==> src/rtl/instr_encoder.sv <==
// -----------------------------------------------------------------------------
// instr_encoder
//
// Purpose:
//   Turns a symbolic operation (ALU op code plus two register addresses) into
//   the 16-bit type-0 instruction word that the instruction decoder expects.
//   Encoded words are queued in a small FIFO and handed to the decoder one per
//   valid/ready handshake. Op codes the decoder cannot decode are accepted but
//   dropped, and each one is reported with a one-cycle pulse and a saturating
//   counter.
//
// Instruction word layout:
//   [15]    0 (type-0 instruction)
//   [14:6]  9-bit opcode
//   [5:3]   addr1
//   [2:0]   addr2
//
// Ports:
//   clk          system clock, all state updates on the rising edge
//   rst_n        asynchronous active-low reset
//   in_valid     source presents an operation this cycle
//   in_ready     encoder can accept an operation (FIFO not full)
//   alu_op       requested ALU op code
//   addr1        first register address
//   addr2        second register address
//   flush        synchronous clear of all queued instructions
//   instr        encoded instruction at the FIFO head (zero when empty)
//   instr_valid  instr holds a queued instruction
//   instr_ready  consumer takes instr this cycle
//   count        number of queued entries, 0..DEPTH
//   illegal      one-cycle pulse the cycle after an illegal op is accepted
//   illegal_cnt  saturating count of illegal ops accepted
// -----------------------------------------------------------------------------
module instr_encoder #(
  parameter int DEPTH = 4,
  parameter int AW    = 2
) (
  input  logic          clk,
  input  logic          rst_n,
  input  logic          in_valid,
  output logic          in_ready,
  input  logic [4:0]    alu_op,
  input  logic [2:0]    addr1,
  input  logic [2:0]    addr2,
  input  logic          flush,
  output logic [15:0]   instr,
  output logic          instr_valid,
  input  logic          instr_ready,
  output logic [AW:0]   count,
  output logic          illegal,
  output logic [7:0]    illegal_cnt
);

  // ALU op codes the decoder understands. Everything else is illegal.
  typedef enum logic [4:0] {
    OP_ADD   = 5'd1,
    OP_AND   = 5'd2,
    OP_SUB   = 5'd3,
    OP_OR    = 5'd4,
    OP_XOR   = 5'd5,
    OP_MOV   = 5'd6,
    OP_ADC   = 5'd7,
    OP_NOT   = 5'd8,
    OP_SAR   = 5'd9,
    OP_SLR   = 5'd10,
    OP_SAL   = 5'd11,
    OP_SLL   = 5'd12,
    OP_ROL   = 5'd13,
    OP_ROR   = 5'd14,
    OP_SHOWR = 5'd31
  } aluOp_e;

  // ShowR does not follow the zero-extended pattern of the ALU ops.
  localparam logic [8:0]  SHOWR_OPCODE = 9'b000_010_010;
  localparam logic [AW:0] FULL_COUNT   = DEPTH[AW:0];

  // FIFO storage and bookkeeping
  logic [15:0]   mem_q [DEPTH];
  logic [AW-1:0] wrPtr_q, wrPtr_d;
  logic [AW-1:0] rdPtr_q, rdPtr_d;
  logic [AW:0]   count_q, count_d;
  logic          illegal_q, illegal_d;
  logic [7:0]    illegalCnt_q, illegalCnt_d;

  // Decode / handshake signals
  logic          opLegal;
  logic [8:0]    opcode;
  logic [15:0]   encodedWord;
  logic          accept;
  logic          push;
  logic          pop;

  // Map the requested op to its 9-bit opcode and flag whether the decoder
  // can handle it at all.
  always_comb begin
    opLegal = 1'b0;
    opcode  = 9'd0;
    case (alu_op)
      OP_ADD, OP_AND, OP_SUB, OP_OR, OP_XOR, OP_MOV, OP_ADC,
      OP_NOT, OP_SAR, OP_SLR, OP_SAL, OP_SLL, OP_ROL, OP_ROR: begin
        opLegal = 1'b1;
        opcode  = {4'b0000, alu_op};
      end
      OP_SHOWR: begin
        opLegal = 1'b1;
        opcode  = SHOWR_OPCODE;
      end
      default: begin
        opLegal = 1'b0;
        opcode  = 9'd0;
      end
    endcase
  end

  assign encodedWord = {1'b0, opcode, addr1, addr2};

  // in_ready comes only from the registered count, so a pop in the same cycle
  // never opens a slot for a full FIFO.
  assign in_ready    = (count_q != FULL_COUNT);
  assign instr_valid = (count_q != '0);
  assign accept      = in_valid && in_ready;

  // flush wins over both sides of the FIFO: nothing is written and nothing is
  // considered consumed, because the whole queue is being discarded anyway.
  assign push = accept && opLegal && !flush;
  assign pop  = instr_valid && instr_ready && !flush;

  // Next-state for pointers and occupancy. Pointer width equals log2(DEPTH),
  // so the increment wraps naturally.
  always_comb begin
    wrPtr_d = wrPtr_q;
    rdPtr_d = rdPtr_q;
    count_d = count_q;
    if (flush) begin
      wrPtr_d = '0;
      rdPtr_d = '0;
      count_d = '0;
    end else begin
      if (push) begin
        wrPtr_d = wrPtr_q + 1'b1;
      end
      if (pop) begin
        rdPtr_d = rdPtr_q + 1'b1;
      end
      case ({push, pop})
        2'b10:   count_d = count_q + 1'b1;
        2'b01:   count_d = count_q - 1'b1;
        default: count_d = count_q;
      endcase
    end
  end

  // Illegal ops still complete their handshake (even during flush) so they
  // are always reported; the counter sticks at its maximum.
  always_comb begin
    illegal_d    = accept && !opLegal;
    illegalCnt_d = illegalCnt_q;
    if (illegal_d && (illegalCnt_q != 8'hFF)) begin
      illegalCnt_d = illegalCnt_q + 8'd1;
    end
  end

  // Control registers: pointers, count and illegal-op reporting.
  always_ff @(posedge clk or negedge rst_n) begin
    if (!rst_n) begin
      wrPtr_q      <= '0;
      rdPtr_q      <= '0;
      count_q      <= '0;
      illegal_q    <= 1'b0;
      illegalCnt_q <= 8'd0;
    end else begin
      wrPtr_q      <= wrPtr_d;
      rdPtr_q      <= rdPtr_d;
      count_q      <= count_d;
      illegal_q    <= illegal_d;
      illegalCnt_q <= illegalCnt_d;
    end
  end

  // FIFO storage: only legal, non-flushed accepts write an entry.
  always_ff @(posedge clk or negedge rst_n) begin
    if (!rst_n) begin
      for (int i = 0; i < DEPTH; i++) begin
        mem_q[i] <= 16'h0000;
      end
    end else if (push) begin
      mem_q[wrPtr_q] <= encodedWord;
    end
  end

  // Output is read from registered state only, so a new op is visible no
  // earlier than the cycle after it is accepted.
  assign instr       = instr_valid ? mem_q[rdPtr_q] : 16'h0000;
  assign count       = count_q;
  assign illegal     = illegal_q;
  assign illegal_cnt = illegalCnt_q;

endmodule

==> config.mk <==
export PLATFORM = sky130hd
export DESIGN_NAME = instr_encoder
export DESIGN_NICKNAME = d
export VERILOG_FILES = /design/src/rtl/instr_encoder.sv
export SDC_FILE = /design/constraint.sdc
export NUM_CORES = 1
export LEC_CHECK = 0
export BUFFER_PORTS_ARGS = -buffer_cell sky130_fd_sc_hd__buf_2
export CORE_MARGIN = 5
export CORE_UTILIZATION = 39
export DETAILED_ROUTE_END_ITERATION = 8
export PLACE_DENSITY = 0.67
export SLEW_MARGIN = 30
export SYNTH_ARGS = -nofsm -noshare
export SYNTH_HDL_FRONTEND = slang
export SYNTH_SLANG_ARGS = --single-unit
==> constraint.sdc <==
create_clock -name clk -period 3.24 [get_ports clk]
set_input_delay 0.486 -clock clk [delete_from_list [all_inputs] [get_ports clk]]
set_output_delay 0.486 -clock clk [all_outputs]
set_load 0.01 [all_outputs]
==> impl_metrics.csv, run 1 <==
group,metric,value,unit
run_status,status,"finished, final reports clean",
placed_design,port_buffers,40,
sta,hold_violations,0,
critical_path,cp.required,3.46,ns
yosys,synthesis.instances,221,
clock_tree,holdBufCountCts,0,
route,viasPerCell,4.98,
clock_tree,cts.path.max_buffers,2,
final_layout,final_nets,287,
clock_tree,cts_tree,"yes",
critical_path,path_delay_family,"simple AND/OR/NAND/NOR gates",
power_and_ir_drop,powerDensity,699,nW/um2
global_route,grt_pass1_vias,1913,
yosys,synth_seq_cells,60,
clock_tree,clk_pin_slew,0.07,ns
route,postRouteAntennaNets,0,
clock_tree,htree_levels,3,
route,remaining_drc_errors,0,
yosys,synth_cell_types,38,
global_route,grt_usage,12.6,%
die,die_area,10000,um2
sta,worst_slew_pin_slew,0.591,ns
worst_hold_path,min_path_type,"input port to async pin",
critical_path,cp-end-kind,"flip-flop",
critical_path,reg2reg_slack,0.70,ns
clock_tree,insertion_delay,0.34,ns
sta,rsz0062_at_grt,"false",
sta,timing.slew.headroom,60.6,%
clock_tree,cts-root-buf,"clkbuf_8",
power_and_ir_drop,p_leak,1.75,nW
sta,finalSetupViolCount,0,
die,start_util,40.6,%
yosys,synth-edff-count,0,
critical_path,critical_path_class,"flip-flop to flip-flop",
die,die_w,100,um
clock_tree,cts_buffers,9,
critical_path,path_max_fanout,14,
global_route,antenna_found_initial,0,
route,firstDrtPassIters,4,
global_route,grt_overflow_total,0,
critical_path,reg2reg_from,"count[1]$_DFFE_PN0P_",
power_and_ir_drop,power,2.54,mW
final_layout,antennaDiodeCount,0,
power_and_ir_drop,ir_drop,0.000343,V
die,pin_count,46,
clock_tree,cts_resized,0,
final_layout,area_growth,14.5,%
clock_tree,cts_setup_buffers,0,
yosys,synthArstFlopShare,100,%
route,wirelength,5.95,mm
placed_design,place_congestion,0.748,
sta,skew,0.00958,ns
yosys,syn_avg_cell_area,14.3,um2
die,die_h,100,um
yosys,syn_area,3170,um2
route,drtIter0Drc,67,
clock_tree,clkSinkCount,60,
final_layout,fillers,699,
sta,clock.fmax,393,MHz
route,vias,1853,
critical_path,r2r_end,"count[2]$_DFFE_PN0P_",
global_route,grt_first_pass_wirelength,9.71,mm
critical_path,crit_chain,"or3_1 -> nand2_1 -> nor3_1 -> fa_1 -> and2_1 -> mux2i_1 -> mux2_2",
critical_path,startpoint_type,"flip-flop",
critical_path,worstRegToRegCells,7,
critical_path,arrival,2.77,ns
route,wire_per_inst,16.0,um
sta,min_period,2.54,ns
sta,drv_slew,0,
yosys,seq_area_frac_synth,47.4,%
final_layout,layout-drive-gt1-share,46.7,%
critical_path,cpPeakStageDelay,0.60,ns
global_route,grt_max_degree,43,
critical_path,path_buf_inv,0,
yosys,yosys_warnings,0,
yosys,ys.flop_type,"dfrtp_1",
job,cap_violations,0,
die,core.rowCount,32,
sta,post-route-period-util,78.5,%
die,core-area,7810,um2
critical_path,crit_path_top_delay_cell,"or3_1",
sta,tns,0,ns
placed_design,dp_hpwl,4.05,mm
==> power breakdown <==
| part | leakage (nW) | internal (mW) | switching [mW] | total (mW) |
|---|---|---|---|---|
| Combinational | 0.847 | 0.456 | 0.359 | 0.815 |
| Clock | 0.104 | 0.359 | 0.312 | 0.670 |
| Sequential | 0.802 | 0.918 | 0.133 | 1.05 |
| Total | 1.75 | 1.73 | 0.803 | 2.54 |
==> through the flow <==
stage | hold WS [ns] | instance area, um2 | std cells | utilization, % | worst slack (ns)
floorplan | 0.190 | 3180 | 225 | - | 0.845
global placement | 0.471 | 3430 | 356 | 43.9 | 0.668
detailed placement | 0.483 | 3430 | 356 | 43.9 | 0.568
CTS | 0.318 | 3620 | 372 | 46.4 | 0.683
global route | 0.172 | 3630 | 372 | 46.5 | 0.566
finish | 0.128 | 3630 | 372 | 46.5 | 0.697
==> worst register-to-register path, stage by stage (launching register included) <==
cell and delay, ns:
dfrtp_1 0.44, or3_1 0.60, nand2_1 0.27, nor3_1 0.09, fa_1 0.41, and2_1 0.15, mux2i_1 0.15, mux2_2 0.34
==> flip-flops by register name, indices dropped and copies added, names as in the netlist <==
| name | flops |
|---|---|
| count | 3 |
| illegal | 1 |
| illegal_cnt | 8 |
| mem_q | 44 |
| rdPtr_q | 2 |
| wrPtr_q | 2 |
==> per-layer routing <==
layer  wire length [um]  part of all wire [%]  vias up  GRT usage (%)
li1                   -                     -      864              -
met2               2750                    46       38           19.1
met3                291                   4.9        5           4.73
met1               2830                    48      946           16.5
met4                 72                   1.2        0           4.66
met5                  0                     0        -              0
==> layout make-up <==
cell class,instances,area (um2),area share [%]
multi-input cells,148,1570,43.2
clock inverters,7,75.1,2.07
flip-flops and latches,60,1500,41.4
well taps,102,128,3.52
clock buffers,9,124,3.41
inverters,4,15.0,0.414
repair buffers,42,218,6.00
==> kinds of logic after synthesis <==
family                     Yosys count  synth area share [%]
xor gates and xnor gates             9                  2.49
muxes                               62                  30.6
and+or+nand+nor                     58                  11.5
other                                1                 0.118
DFF                                 60                  47.4
AOI/OAI and AO/OA                    8                  1.74
buffers and inverters               17                  3.60
adders and majority gates            6                  2.61
==> how the worst max path moves through the flow <==
stage | cells after the start | end | slack, ns | startpoint
floorplan | 8 | count[2]$_DFFE_PN0P_ | 0.85 | count[2]$_DFFE_PN0P_
global placement | 9 | count[2]$_DFFE_PN0P_ | 0.67 | alu_op[3]
detailed placement | 9 | count[2]$_DFFE_PN0P_ | 0.57 | alu_op[3]
CTS | 7 | count[2]$_DFFE_PN0P_ | 0.68 | count[1]$_DFFE_PN0P_
global route | 7 | count[2]$_DFFE_PN0P_ | 0.57 | count[1]$_DFFE_PN0P_
finish | 7 | count[2]$_DFFE_PN0P_ | 0.70 | count[1]$_DFFE_PN0P_
==> cell usage after synthesis (all sizes together) (2+ instances only) <==
cell / number / share of area [%]
and3: 5 / 0.99
xor2: 8 / 2.2
or3: 2 / 0.40
nor3: 4 / 0.63
mux4: 11 / 7.8
a21oi: 2 / 0.55
nand2b: 3 / 0.59
mux2i: 3 / 0.95
nor2: 10 / 1.2
nand3: 6 / 0.95
clkbuf: 2 / 0.24
nand2: 4 / 0.47
and3b: 4 / 1.6
inv: 4 / 0.47
ha: 5 / 2.0
and2: 13 / 2.6
dfrtp: 60 / 47
mux2: 48 / 22
buf: 11 / 2.9
o21ai: 3 / 0.47
nor2b: 3 / 0.59
==> layout by cell type, fill, tap and decap left out, types with 5 or more instances in the layout <==
cell type and n:
nor2_1 10, mux4_2 11, nand3_1 6, and3_1 5
clkbuf_8 9, dfrtp_1 60, ha_1 5, buf_2 39
and2_1 12, xor2_1 8, mux2_4 40, mux2_2 7
conb_1 5
(Power assumes the default switching activity.)
==> run 2, diff against run 1 <==
- PLACE_DENSITY: 0.67 -> 0.69
- clock period: 3.24 -> 2.25 ns (I/O delays scaled with it)
==> run 2 against run 1 <==
Via count grew 2.5%. Wire length grew 2.6%. Sequential share of layout area shrank 1.8 points. Utilization grew 2.2 points. Clock power grew 76%. Worst setup slack lost 0.57 ns. Critical path depth grew 1. Flip-flop and latch count is the same. Clock skew grew 0.0030 ns. Non-clock buffer count grew 15. Sequential power grew 44%. Maximum frequency grew 20%. Critical path type unchanged. Critical endpoint unchanged.
==> impl_metrics.csv, run 2 (synthesis gave the netlist of run 1 again) <==
group,metric,value,unit
placed_design,place_congestion,0.787,
route,firstDrtPassIters,4,
power_and_ir_drop,p_leak,1.84,nW
route,viasPerCell,4.91,
final_layout,layout-drive-gt1-share,50.9,%
route,drtIter0Drc,64,
run_status,status,"finished, final reports clean",
final_layout,top_register,"mem_q",
final_layout,final_cell_mix,"dfrtp_1 (58), mux2_4 (40), buf_2 (40)",
placed_design,postPlaceCellArea,3500,um2
die,core.rowCount,32,
route,wirelength,6.10,mm
critical_path,cp-endpoint,"count[2]$_DFFE_PN0P_",
sta,tns,0,ns
global_route,grt_first_pass_wirelength,10.1,mm
power_and_ir_drop,ir_drop,0.000540,V
sta,clock.fmax,471,MHz
critical_path,path_max_fanout,4,
sta,finalSetupViolCount,0,
route,remaining_drc_errors,0,
clock_tree,cts.path.max_buffers,2,
global_route,grt_overflow_total,0,
global_route,grt_usage,12.8,%
clock_tree,cts_buffers,9,
final_layout,final_nets,302,
final_layout,fin_area,3800,um2
placed_design,dp_hpwl,4.28,mm
clock_tree,htree_levels,3,
sta,skew,0.0126,ns
route,wire_per_inst,15.8,um
clock_tree,clkSinkCount,60,
placed_design,port_buffers,40,
final_layout,fin_util,48.7,%
critical_path,worstRegToRegCells,8,
worst_hold_path,min_path_type,"input port to flip-flop",
route,vias,1899,
final_layout,layout_commonest_cell,"dfrtp_1",
global_route,grt_max_degree,25,
critical_path,cp-end-kind,"flip-flop",
critical_path,critical_path_class,"flip-flop to flip-flop",
clock_tree,cts-root-buf,"clkbuf_8",
clock_tree,insertion_delay,0.34,ns
critical_path,cp.required,2.48,ns
sta,drv_slew,0,
critical_path,reg2reg_from,"count[2]$_DFFE_PN0P_",
die,start_util,40.6,%
die,core-area,7810,um2
clock_tree,clk_pin_slew,0.08,ns
global_route,antenna_found_initial,0,
critical_path,cp-startpoint,"count[2]$_DFFE_PN0P_",
power_and_ir_drop,powerDensity,1050,nW/um2
sta,rsz0062_at_grt,"true",
route,postRouteAntennaNets,0,
die,pin_count,46,
sta,post-route-period-util,94.3,%
job,cap_violations,0,
clock_tree,cts_tree,"yes",
critical_path,arrival,2.35,ns
critical_path,startpoint_type,"flip-flop",
sta,hold_violations,0,
final_layout,largest_register_ffs,44,
final_layout,area_growth,20.0,%
sta,min_period,2.12,ns
critical_path,r2r_end,"count[2]$_DFFE_PN0P_",
global_route,grt_pass1_vias,2002,
die,die_h,100,um
critical_path,reg2reg_slack,0.13,ns
die,die_w,100,um
final_layout,antennaDiodeCount,0,
die,die_area,10000,um2
[run 2: cell count changes in the layout (fill, tap and decap cells not counted), sizes merged]
cell,change
clkinvlp,+2
buf,+14
dlygate4sd3,+1
bufinv,+2
clkinv,-4
[run 2: final cells by class]
class	count	area, um2
fillers	694	4010
multi-input cells	148	1580
flip-flops and latches	60	1500
repair buffers	57	330
well taps	102	128
clock buffers	9	124
clock inverters	7	123
inverters	4	15.0
[run 2: worst min-delay path by stage]
stage                     cells after the start  slack (ns)     start               endpoint
after CTS                                     2        0.26  addr2[0]  mem_q[32]$_DFFE_PN0P_
after global placement                        1        0.32     rst_n  mem_q[54]$_DFFE_PN0P_
after global routing                          2        0.29  addr2[0]  mem_q[32]$_DFFE_PN0P_
final                                         2        0.28  addr2[0]  mem_q[32]$_DFFE_PN0P_
after detailed placement                      1        0.32     rst_n  mem_q[54]$_DFFE_PN0P_
after floorplan                               0        0.04     rst_n   count[0]$_DFFE_PN0P_
[run 2: what timing repair did]
| action | CTS | global route |
|---|---|---|
| setup endpoints to repair | 0 | 1 |
| resized for setup | 0 | 3 |
| endpoints found under the hold margin | 19 | 0 |
| setup buffers | 0 | 5 |
| hold buffers | 1 | 0 |
[run 2: worst max-delay path, stage by stage, from the launching register on]
cell,delay [ns]
dfrtp_1,0.41
or3b_4,0.24
and2_4,0.14
nor3b_4,0.20
nor3_2,0.06
fa_2,0.34
and2_4,0.14
mux2i_1,0.13
mux2_2,0.34
[run 2: report_power, final]
group	switching [mW]	internal, mW
sequential	0.185	1.32
clock	0.442	0.741
combinational	0.554	0.751
[run 2: stage by stage]
stage                     hold slack [ns]  setup WS (ns)  std cells  power, mW
after floorplan                    0.0419        -0.0783        225       2.35
after global placement              0.321         0.0872        365       2.77
after detailed placement            0.319         0.0633        365       2.80
after CTS                           0.260         0.0846        382       4.00
after global routing                0.285       -0.00542        387       4.25
final                               0.278          0.128        387       4.00
[run 2: routing by layer]
layer / wire [um] / part of all wire [%] / global-route usage [%] / vias to the layer above
li1: - / - / - / 900
met1: 2890 / 47 / 17.0 / 957
met2: 2850 / 47 / 20.1 / 37
met3: 309 / 5.1 / 4.38 / 5
met4: 51 / 0.84 / 3.42 / 0
met5: 0 / 0 / 0 / -
==> run 3, diff against run 2 <==
--- a/config.mk
+++ b/config.mk
@@ -10,5 +10,5 @@
 export CORE_UTILIZATION = 39
 export DETAILED_ROUTE_END_ITERATION = 8
-export PLACE_DENSITY = 0.69
+export PLACE_DENSITY = 0.67
 export SLEW_MARGIN = 30
 export SYNTH_ARGS = -nofsm -noshare
==> constraint.sdc (replaced) <==
create_clock -name clk -period 2.18 [get_ports clk]
set_input_delay 0 -clock clk [delete_from_list [all_inputs] [get_ports clk]]
set_output_delay 0 -clock clk [all_outputs]
set_load 0.01 [all_outputs]
==> run 3 against run 2 <==
Die area unchanged. Register-to-register slack worse by 0.08 ns. Utilization down 0.32 points. Combinational power up 4%. Critical path depth did not move. Final cell count grew 1.0%. Final area down 0.66%. Count of clock-buffer cells in the layout grew 2. Worst hold slack got worse by 0.23 ns. Critical endpoint unchanged. Largest power group unchanged. Highest routed layer unchanged.
==> impl_metrics.csv, run 3 (synthesis gave the netlist of run 1 again) <==
group,metric,value,unit
run_status,status,"finished, final reports clean",
die,die_h,100,um
placed_design,place_congestion,0.796,
power_and_ir_drop,ir_drop,0.000641,V
clock_tree,clkSinkCount,60,
critical_path,crit_path_top_delay_cell,"dfrtp_1",
clock_tree,cts_buffers,9,
critical_path,cp-startpoint,"count[2]$_DFFE_PN0P_",
clock_tree,cts_resized,0,
die,die_area,10000,um2
sta,timing.slew.headroom,54.7,%
die,core-area,7810,um2
critical_path,startpoint_type,"flip-flop",
die,start_util,40.6,%
die,core.rowCount,32,
global_route,grt_overflow_total,0,
clock_tree,insertion_delay,0.34,ns
global_route,grt_max_degree,31,
critical_path,cp.required,2.41,ns
final_layout,top_register,"mem_q",
final_layout,antennaDiodeCount,0,
final_layout,largest_register_ffs,44,
critical_path,crit_chain,"or3b_4 -> and2_4 -> nor3b_4 -> nor3_2 -> fa_2 -> and2_1 -> mux2i_1 -> mux2_2",
worst_hold_path,min_path_type,"input port to flip-flop",
sta,clock.fmax,469,MHz
route,vias,1912,
route,remaining_drc_errors,0,
placed_design,dp_hpwl,4.13,mm
job,cap_violations,0,
critical_path,reg2reg_slack,0.05,ns
sta,hold_violations,0,
route,firstDrtPassIters,4,
power_and_ir_drop,clkPwrFrac,23.6,%
placed_design,postPlaceCellArea,3490,um2
power_and_ir_drop,combPwrFrac,35.5,%
final_layout,layout_commonest_cell,"dfrtp_1",
global_route,antenna_found_initial,0,
die,die_w,100,um
die,pin_count,46,
route,viasPerCell,4.89,
critical_path,cp-end-kind,"flip-flop",
global_route,grt_first_pass_wirelength,10.1,mm
power_and_ir_drop,p_leak,1.82,nW
route,postRouteAntennaNets,0,
critical_path,worstRegToRegCells,8,
route,wirelength,6.08,mm
critical_path,r2r_end,"count[2]$_DFFE_PN0P_",
final_layout,fin_area,3770,um2
power_and_ir_drop,power,3.80,mW
clock_tree,htree_levels,3,
clock_tree,cts_tree,"yes",
power_and_ir_drop,p_int,2.58,mW
sta,drv_slew,0,
final_layout,layout-drive-gt1-share,47.8,%
sta,skew,0.00962,ns
critical_path,arrival,2.36,ns
sta,min_period,2.13,ns
global_route,grt_pass1_vias,2045,
sta,finalSetupViolCount,0,
clock_tree,cts.path.max_buffers,2,
sta,rsz0062_at_grt,"true",
final_layout,area_growth,19.2,%
critical_path,critical_path_class,"flip-flop to flip-flop",
sta,post-route-period-util,97.8,%
clock_tree,cts-root-buf,"clkbuf_8",
sta,tns,0,ns
final_layout,final_nets,306,
route,drtIter0Drc,53,
power_and_ir_drop,powerDensity,1010,nW/um2
placed_design,numPlacedInstances,364,
route,wire_per_inst,15.5,um
critical_path,reg2reg_from,"count[2]$_DFFE_PN0P_",
clock_tree,clk_pin_slew,0.07,ns
critical_path,cp-endpoint,"count[2]$_DFFE_PN0P_",
power_and_ir_drop,net-switching-power,1.21,mW
final_layout,final_cells,391,
placed_design,port_buffers,40,
final_layout,final_cell_mix,"dfrtp_1 (60), mux2_4 (40), buf_2 (40)",
final_layout,fin_util,48.3,%
power_and_ir_drop,swShare,31.9,%
power_and_ir_drop,seq_power_share,41.0,%
critical_path,cpPeakStageDelay,0.39,ns
sta,worst_slew_pin_slew,0.680,ns
global_route,grt_usage,12.8,%
critical_path,path_max_fanout,3,
[run 3: cell count changes in the layout (fill, tap and decap cells not counted), sizes merged]
cell         previous run  this run
clkbuf                  9        11
inv                     5         4
buf                    56        53
clkinv                  1         3
dlygate4sd3             1         8
bufinv                  3         0
[run 3: cell type report]
class | instances | area [um2]
Inverter | 4 | 15.0
Clock inverter | 5 | 37.5
Timing Repair Buffer | 61 | 378
Multi-Input combinational cell | 148 | 1570
Tap cell | 102 | 128
Fill cell | 701 | 4030
Clock buffer | 11 | 141
Sequential cell | 60 | 1500
[run 3: worst max-delay path: cells and delay by family, from the launching register on]
family        cells  cell delay [ns]
simple gates      5             0.77
mux               2             0.52
fa+ha+maj         1             0.34
flops             1             0.39
[run 3: worst min-delay path by stage]
| stage | to | start | slack, ns | cells after the start |
|---|---|---|---|---|
| 6_report | rdPtr_q[1]$_DFFE_PN0P_ | instr_ready | 0.05 | 4 |
| 5_1_grt | rdPtr_q[1]$_DFFE_PN0P_ | instr_ready | 0.07 | 4 |
| 4_1_cts | rdPtr_q[1]$_DFFE_PN0P_ | instr_ready | 0.04 | 4 |
| 3_5_place_dp | mem_q[57]$_DFFE_PN0P_ | rst_n | 0.07 | 1 |
| 3_3_place_gp | mem_q[57]$_DFFE_PN0P_ | rst_n | 0.07 | 1 |
| 2_1_floorplan | count[0]$_DFFE_PN0P_ | rst_n | -0.30 | 0 |
[run 3: per-layer routing]
layer	wire (um)	track usage, %	vias up
met1	2950	17.3	960
li1	-	-	902
met3	338	4.66	8
met2	2730	19.8	42
met5	0	0	-
met4	55	3.11	0
[run 3: repair_timing]
item,4_1_cts,5_1_grt
endpoints found under the hold margin,54,0
hold buffers,8,0
setup endpoints to repair,0,1
setup buffers,0,3
[run 3: power by group through the flow]
stage / logic, mW / registers, mW / clock network, mW
floorplan: 0.855 / 1.57 / 0
global placement: 1.31 / 1.57 / 0
detailed placement: 1.33 / 1.57 / 0
CTS: 1.34 / 1.56 / 0.923
global route: 1.48 / 1.59 / 0.974
finish: 1.35 / 1.55 / 0.895
[run 3: metrics by stage]
stage / setup slack, ns / hold WS [ns]
after CTS: 0.0385 / 0.0390
after detailed placement: 0.0422 / 0.0677
after global placement: 0.0852 / 0.0682
after global routing: -0.0653 / 0.0677
after floorplan: -0.148 / -0.296
final: 0.0473 / 0.0517
